### config.mk
export PLATFORM = sky130hd
export DESIGN_NAME = btn_debouncer_multi
export DESIGN_NICKNAME = d
export VERILOG_FILES = /design/src/rtl/btn_pkg.sv /design/src/rtl/btn_debounce_ch.sv /design/src/rtl/btn_debouncer_multi.sv
export SDC_FILE = /design/constraint.sdc
export NUM_CORES = 1
export LEC_CHECK = 0
export CAP_MARGIN = 15
export CORE_AREA = 2 2 154 156
export DETAILED_ROUTE_END_ITERATION = 8
export DIE_AREA = 0 0 156 158
export PLACE_DENSITY = 0.81
export SETUP_SLACK_MARGIN = 0.4
export SYNTH_ARGS = -nofsm -noshare
export SYNTH_HDL_FRONTEND = slang
export SYNTH_SLANG_ARGS = --single-unit
### constraint.sdc
create_clock -name clk -period 8.32 [get_ports clk]
set_input_delay 1.664 -clock clk [delete_from_list [all_inputs] [get_ports clk]]
set_output_delay 1.664 -clock clk [all_outputs]
set_load 0.01 [all_outputs]
### src/rtl/btn_pkg.sv
// Shared types and default timing for the multi-channel button conditioner.
package btn_pkg;

    typedef enum logic [1:0] {
        IDLE,
        HOLDING,
        LONG
    } hold_state_e;

    localparam int CLK_HZ = 100_000_000;

    function automatic int ms_to_cycles(input int ms);
        return (CLK_HZ / 1000) * ms;
    endfunction

endpackage

### src/rtl/btn_debounce_ch.sv
// One button channel: synchroniser, debounce filter, hold FSM, auto-repeat.
// Auto-repeat is built only when BTN_DEBOUNCER_AUTOREPEAT_EN is defined.
module btn_debounce_ch
    import btn_pkg::*;
#(
    parameter int DEB        = 4,
    parameter int HOLD       = 10,
    parameter int REP        = 3,
    parameter bit ACTIVE_LOW = 1'b0
) (
    input  logic clk,
    input  logic reset,
    input  logic btn_i,
    output logic level_o,
    output logic press_o,
    output logic release_o,
    output logic long_o,
    output logic repeat_o
);

    localparam int DW = $clog2(DEB);
    localparam int HW = $clog2(HOLD);

    if (DEB < 2 || HOLD < 2 || REP < 2) begin : g_cfg_chk
        $error("btn_debounce_ch: timing parameters must be >= 2");
    end

    logic          s0_q, s1_q;
    logic [DW-1:0] cnt_q, cnt_d;
    logic          level_q, level_d;
    logic          press_q, press_d;
    logic          rel_q, rel_d;
    logic          long_q, long_d;
    hold_state_e   st_q, st_d;
    logic [HW-1:0] hcnt_q, hcnt_d;

    always_comb begin
        cnt_d   = '0;
        level_d = level_q;
        press_d = 1'b0;
        rel_d   = 1'b0;
        if (s1_q != level_q) begin
            if (cnt_q == DW'(DEB - 1)) begin
                level_d = s1_q;
                press_d = s1_q;
                rel_d   = !s1_q;
            end else begin
                cnt_d = cnt_q + 1'b1;
            end
        end
    end

    // Long fires on the HOLD-th cycle of the accepted pressed level.
    always_comb begin
        st_d   = st_q;
        hcnt_d = hcnt_q;
        long_d = 1'b0;
        unique case (st_q)
            IDLE: begin
                if (press_d) begin
                    st_d   = HOLDING;
                    hcnt_d = '0;
                end
            end
            HOLDING: begin
                hcnt_d = hcnt_q + 1'b1;
                if (hcnt_d == HW'(HOLD - 1)) begin
                    long_d = 1'b1;
                    st_d   = LONG;
                end
            end
            LONG: ;
            default: st_d = IDLE;
        endcase
        if (rel_d) begin
            st_d   = IDLE;
            hcnt_d = '0;
            long_d = 1'b0;
        end
    end

    always_ff @(posedge clk) begin
        if (!reset) begin
            s0_q    <= 1'b0;
            s1_q    <= 1'b0;
            cnt_q   <= '0;
            level_q <= 1'b0;
            press_q <= 1'b0;
            rel_q   <= 1'b0;
            long_q  <= 1'b0;
            st_q    <= IDLE;
            hcnt_q  <= '0;
        end else begin
            s0_q    <= btn_i ^ ACTIVE_LOW;
            s1_q    <= s0_q;
            cnt_q   <= cnt_d;
            level_q <= level_d;
            press_q <= press_d;
            rel_q   <= rel_d;
            long_q  <= long_d;
            st_q    <= st_d;
            hcnt_q  <= hcnt_d;
        end
    end

    assign level_o   = level_q;
    assign press_o   = press_q;
    assign release_o = rel_q;
    assign long_o    = long_q;

`ifdef BTN_DEBOUNCER_AUTOREPEAT_EN
    localparam int RW = $clog2(REP);

    logic [RW-1:0] rep_q, rep_d;
    logic          rpt_q, rpt_d;

    always_comb begin
        rep_d = '0;
        rpt_d = 1'b0;
        if (st_q == LONG && st_d == LONG) begin
            if (rep_q == RW'(REP - 1)) begin
                rpt_d = 1'b1;
            end else begin
                rep_d = rep_q + 1'b1;
            end
        end
    end

    always_ff @(posedge clk) begin
        if (!reset) begin
            rep_q <= '0;
            rpt_q <= 1'b0;
        end else begin
            rep_q <= rep_d;
            rpt_q <= rpt_d;
        end
    end

    assign repeat_o = rpt_q;
`else
    assign repeat_o = 1'b0;
`endif

endmodule

### src/rtl/btn_debouncer_multi.sv
// N-channel button conditioner with one-cycle press/release/long/repeat events.
// Optional auto-repeat: define BTN_DEBOUNCER_AUTOREPEAT_EN.
module btn_debouncer_multi
    import btn_pkg::*;
#(
    parameter int NUM_CH          = 5,
    parameter int DEBOUNCE_CYCLES = ms_to_cycles(10),
    parameter int HOLD_CYCLES     = ms_to_cycles(500),
    parameter int REPEAT_CYCLES   = ms_to_cycles(100),
    parameter int ACTIVE_LOW      = 0
) (
    input  logic              clk,
    input  logic              reset,
    input  logic [NUM_CH-1:0] btn_in,
    output logic [NUM_CH-1:0] btn_level,
    output logic [NUM_CH-1:0] btn_press,
    output logic [NUM_CH-1:0] btn_release,
    output logic [NUM_CH-1:0] btn_long,
    output logic [NUM_CH-1:0] btn_repeat
);

    for (genvar i = 0; i < NUM_CH; i++) begin : g_ch
        btn_debounce_ch #(
            .DEB        (DEBOUNCE_CYCLES),
            .HOLD       (HOLD_CYCLES),
            .REP        (REPEAT_CYCLES),
            .ACTIVE_LOW (ACTIVE_LOW != 0)
        ) u_ch (
            .clk        (clk),
            .reset      (reset),
            .btn_i      (btn_in[i]),
            .level_o    (btn_level[i]),
            .press_o    (btn_press[i]),
            .release_o  (btn_release[i]),
            .long_o     (btn_long[i]),
            .repeat_o   (btn_repeat[i])
        );
    end

endmodule

==> results.yml <==
outcome:
  outcome: "finished clean"
clocking:
  cts-buffers-inserted: 29
  cts_setup_buffers: 0
  ctsHtreeMaxLevel: 1
  clkSlewWorstSetupHoldPaths_ps: 60
  clock_latency_ps: 540
  hold_buffers: 0
  cts_tree: "yes"
  cts.sinks: 270
  cts-root-buf: "clkbuf_16"
  clk_path_buf_depth: 3
  cts-resized-gates: 0
min_path:
  whs_endpoint: "g_ch[2].u_ch.s1_q"
  hp-class: "reg2reg"
  min_from: "g_ch[2].u_ch.s0_q"
  hold_path_depth: 1
final_layout:
  n_antenna_cell: 0
  regMostFlops: "g_ch.u_ch.hcnt_q"
  fin_nets: 1837
  final_util_pct: 67.86
  syn_to_final_growth_pct: 7.553
  largest_registers: "g_ch.u_ch.hcnt_q x130, g_ch.u_ch.cnt_q x100, g_ch.u_ch.st_q x10"
  drive_gt1_share_pct: 4.741
  layout.cells.non_filler: 2125
  nFillCells: 1891
  largest_reg_flops: 130
synthesis:
  yosys_warnings: 0
  syn_area_per_cell_um2: 7.720
  synth-seq-area-share_pct: 37.16
  synth_cells: 1884
  yosysUniqueCellTypes: 75
  yosysMostFrequentCell: "dfxtp_1"
  synth.largest_area_cell: "dfxtp_1"
  synth_area_leaders: "dfxtp_1 37%, nor2_1 6.5%, a21oi_1 5.2%"
  syn_area_um2: 14540
  synth_top_cells_by_count: "270 x dfxtp_1, 253 x nor2_1, 152 x a21oi_1"
  ys.flop_type: "dfxtp_1"
  synth_edf_count: 0
  ys_seq_elements: 270
  synth.top_cell.area_share_pct: 37.16
  synthArstFlopShare_pct: 0
power:
  pwr-share-comb_pct: 1.0
  p_sw_share_pct: 19.85
  leakagePower_nw: 5.029
  switching_power_mw: 0.5314
  seq_power_share_pct: 48.5
  p_clk_share_pct: 50.5
  internal-power_mw: 2.146
  power_density_nw_per_um2: 171.2
  power.ir.vdd_worst_uv: 175.3
worst_setup_path:
  r2r-end: "g_ch[1].u_ch.st_q[1]"
  critical_path_class: "reg2reg"
  worstReg2RegStart: "g_ch[1].u_ch.hcnt_q[0]"
  cp-start-kind: "register"
  worst_ep_arrival_time_ps: 3690
  critPathRequiredTime_ps: 8760
  critPathLaunch: "g_ch[1].u_ch.hcnt_q[0]"
  slowest_delay_ps: 770
  slowest_stage: "nor4_4"
  r2r_slack_ps: 5070
  crit_fanout: 16
  cp.buffers_inverters: 0
  cp_top_family: "simple AND/OR/NAND/NOR gates"
  end_kind: "register"
  r2r.worst_path.cells: 8
  crit_chain: "ha_1, nand3_1, nor4_4, a32o_1, a22oi_1, or4_4, or3_1, a21oi_1"
place:
  hpwlAfterDp_um: 20690
  placedCellCount: 2072
  pre_cts_ws_ps: 4590
  port_buffers: 26
  place.gp.congestion: 0.8858
drt:
  wl_per_cell_um: 15.23
  first_pass_iters: 7
  antenna_left: 0
  dr.first_iter.drc_count: 1042
  vias_per_cell: 6.204
  drc: 0
  vias: 13180
  routed_wl_um: 32350
grt:
  antenna_found_initial: 0
  gr-max-usage-layer: "met2"
  grtUsageMet2_pct: 46.48
  use_met1_pct: 32.70
  grt_pass1_vias: 12150
  grt.overflow.total: 0
  grt_pass1_wl_um: 55610
  grt_start_max_net_pins: 43
  grtUsageTotal_pct: 26.03
  gr-usage-met3_pct: 3.340
sta:
  rsz0062_at_grt: "false"
  tightest_slew_ps: 1090
  whs_ps: 432.2
  fin_crit_sh_pct: 39.04
  fmaxAchievable_ghz: 0.3079
  finalCriticalPeriod_ps: 3248
  finalMaxSlewViolations: 0
  finalSetupViolCount: 0
  max_slew_margin_pct: 27.15
  setup_tns_ps: 0
  setup_slack_ps: 5072
  hold_viol_final: 0
  skew_ps: 10.49
die:
  die_area_um2: 24650
  start_util_pct: 63.09
  io_pins: 32
  die_w_um: 156
  fp.dieH_um: 158
  coreArea_um2: 23050
  rows: 56
flow_run:
  cap_violations: 0
## stage by stage
stage          total power, mW  area (um^2)
3_3_place_gp             1.352        14610
5_1_grt                  2.759        15640
3_5_place_dp             1.353        14610
2_1_floorplan            1.346        14560
4_1_cts                  2.703        15620
6_report                 2.677        15640
## per-layer routing
layer | wire, um | up-vias
met4 | 796 | 0
met2 | 15880 | 340
met1 | 14280 | 6199
li1 | - | 6577
met3 | 1399 | 68
met5 | 0 | -
## cell type report
class,count,area (um^2),share of cell area (%)
clock buffers,41,830.8,5.311
clock inverters,10,177.7,1.136
inverters,27,101.3,0.6479
multi-input cells,1450,8414,53.79
flip-flops and latches,270,5405,34.55
well taps,290,362.8,2.320
repair buffers,37,350.3,2.240
## worst max-delay path by stage
stage | cells past startpoint | to
detailed placement | 4 | g_ch[4].u_ch.hcnt_q[14]
floorplan | 5 | g_ch[2].u_ch.hcnt_q[0]
finish | 8 | g_ch[1].u_ch.st_q[1]
global placement | 4 | g_ch[4].u_ch.hcnt_q[14]
CTS | 1 | btn_level[3]
global route | 8 | g_ch[3].u_ch.st_q[0]
## layout by cell type, fill, tap and decap left out, drive strengths merged, types with 4 or more instances in the layout
cell type	netlist	layout
nor2	253	253
clkdlybuf4s50	0	26
nand3b	13	13
buf	35	11
nand4b	13	13
xnor2	48	48
o22ai	10	10
bufinv	0	5
nand2	135	135
ha	15	15
a31oi	40	40
or3	38	38
nor4b	7	7
a211oi	9	9
and3	50	50
nor2b	33	33
mux2i	12	12
a21oi	152	152
nor4	33	33
or4	26	26
and4	20	20
nand3	94	94
nand4	59	59
and2	34	34
nor3b	6	6
nand2b	19	19
conb	1	5
inv	27	27
clkbuf	106	41
or2	17	17
o211ai	4	4
nor3	49	49
o21a	4	4
o21ai	128	128
a311oi	18	18
dfxtp	270	270
xor2	63	63
clkinv	0	4
## power groups by stage
stage                     sequential (mW)  clock [mW]  combinational [mW]
after detailed placement             1.33           0              0.0269
after global placement               1.33           0              0.0264
after CTS                            1.30        1.38              0.0269
after floorplan                      1.33           0              0.0207
after global routing                 1.30        1.43              0.0295
final                                1.30        1.35              0.0267
## cell families (layout without fill, tap and decap cells)
| logic type | count (synthesis) | count (layout) | synth area share [%] |
|---|---|---|---|
| buffers and inverters | 168 | 115 | 5.084 |
| and+or+nand+nor | 906 | 906 | 32.98 |
| other | 1 | 5 | 0.02578 |
| adders and majority gates | 15 | 15 | 1.290 |
| DFF | 270 | 270 | 37.16 |
| AOI/OAI and AO/OA | 399 | 399 | 15.79 |
| muxes | 14 | 14 | 0.9808 |
| xor gates and xnor gates | 111 | 111 | 6.684 |
(Power assumes the default switching activity.)
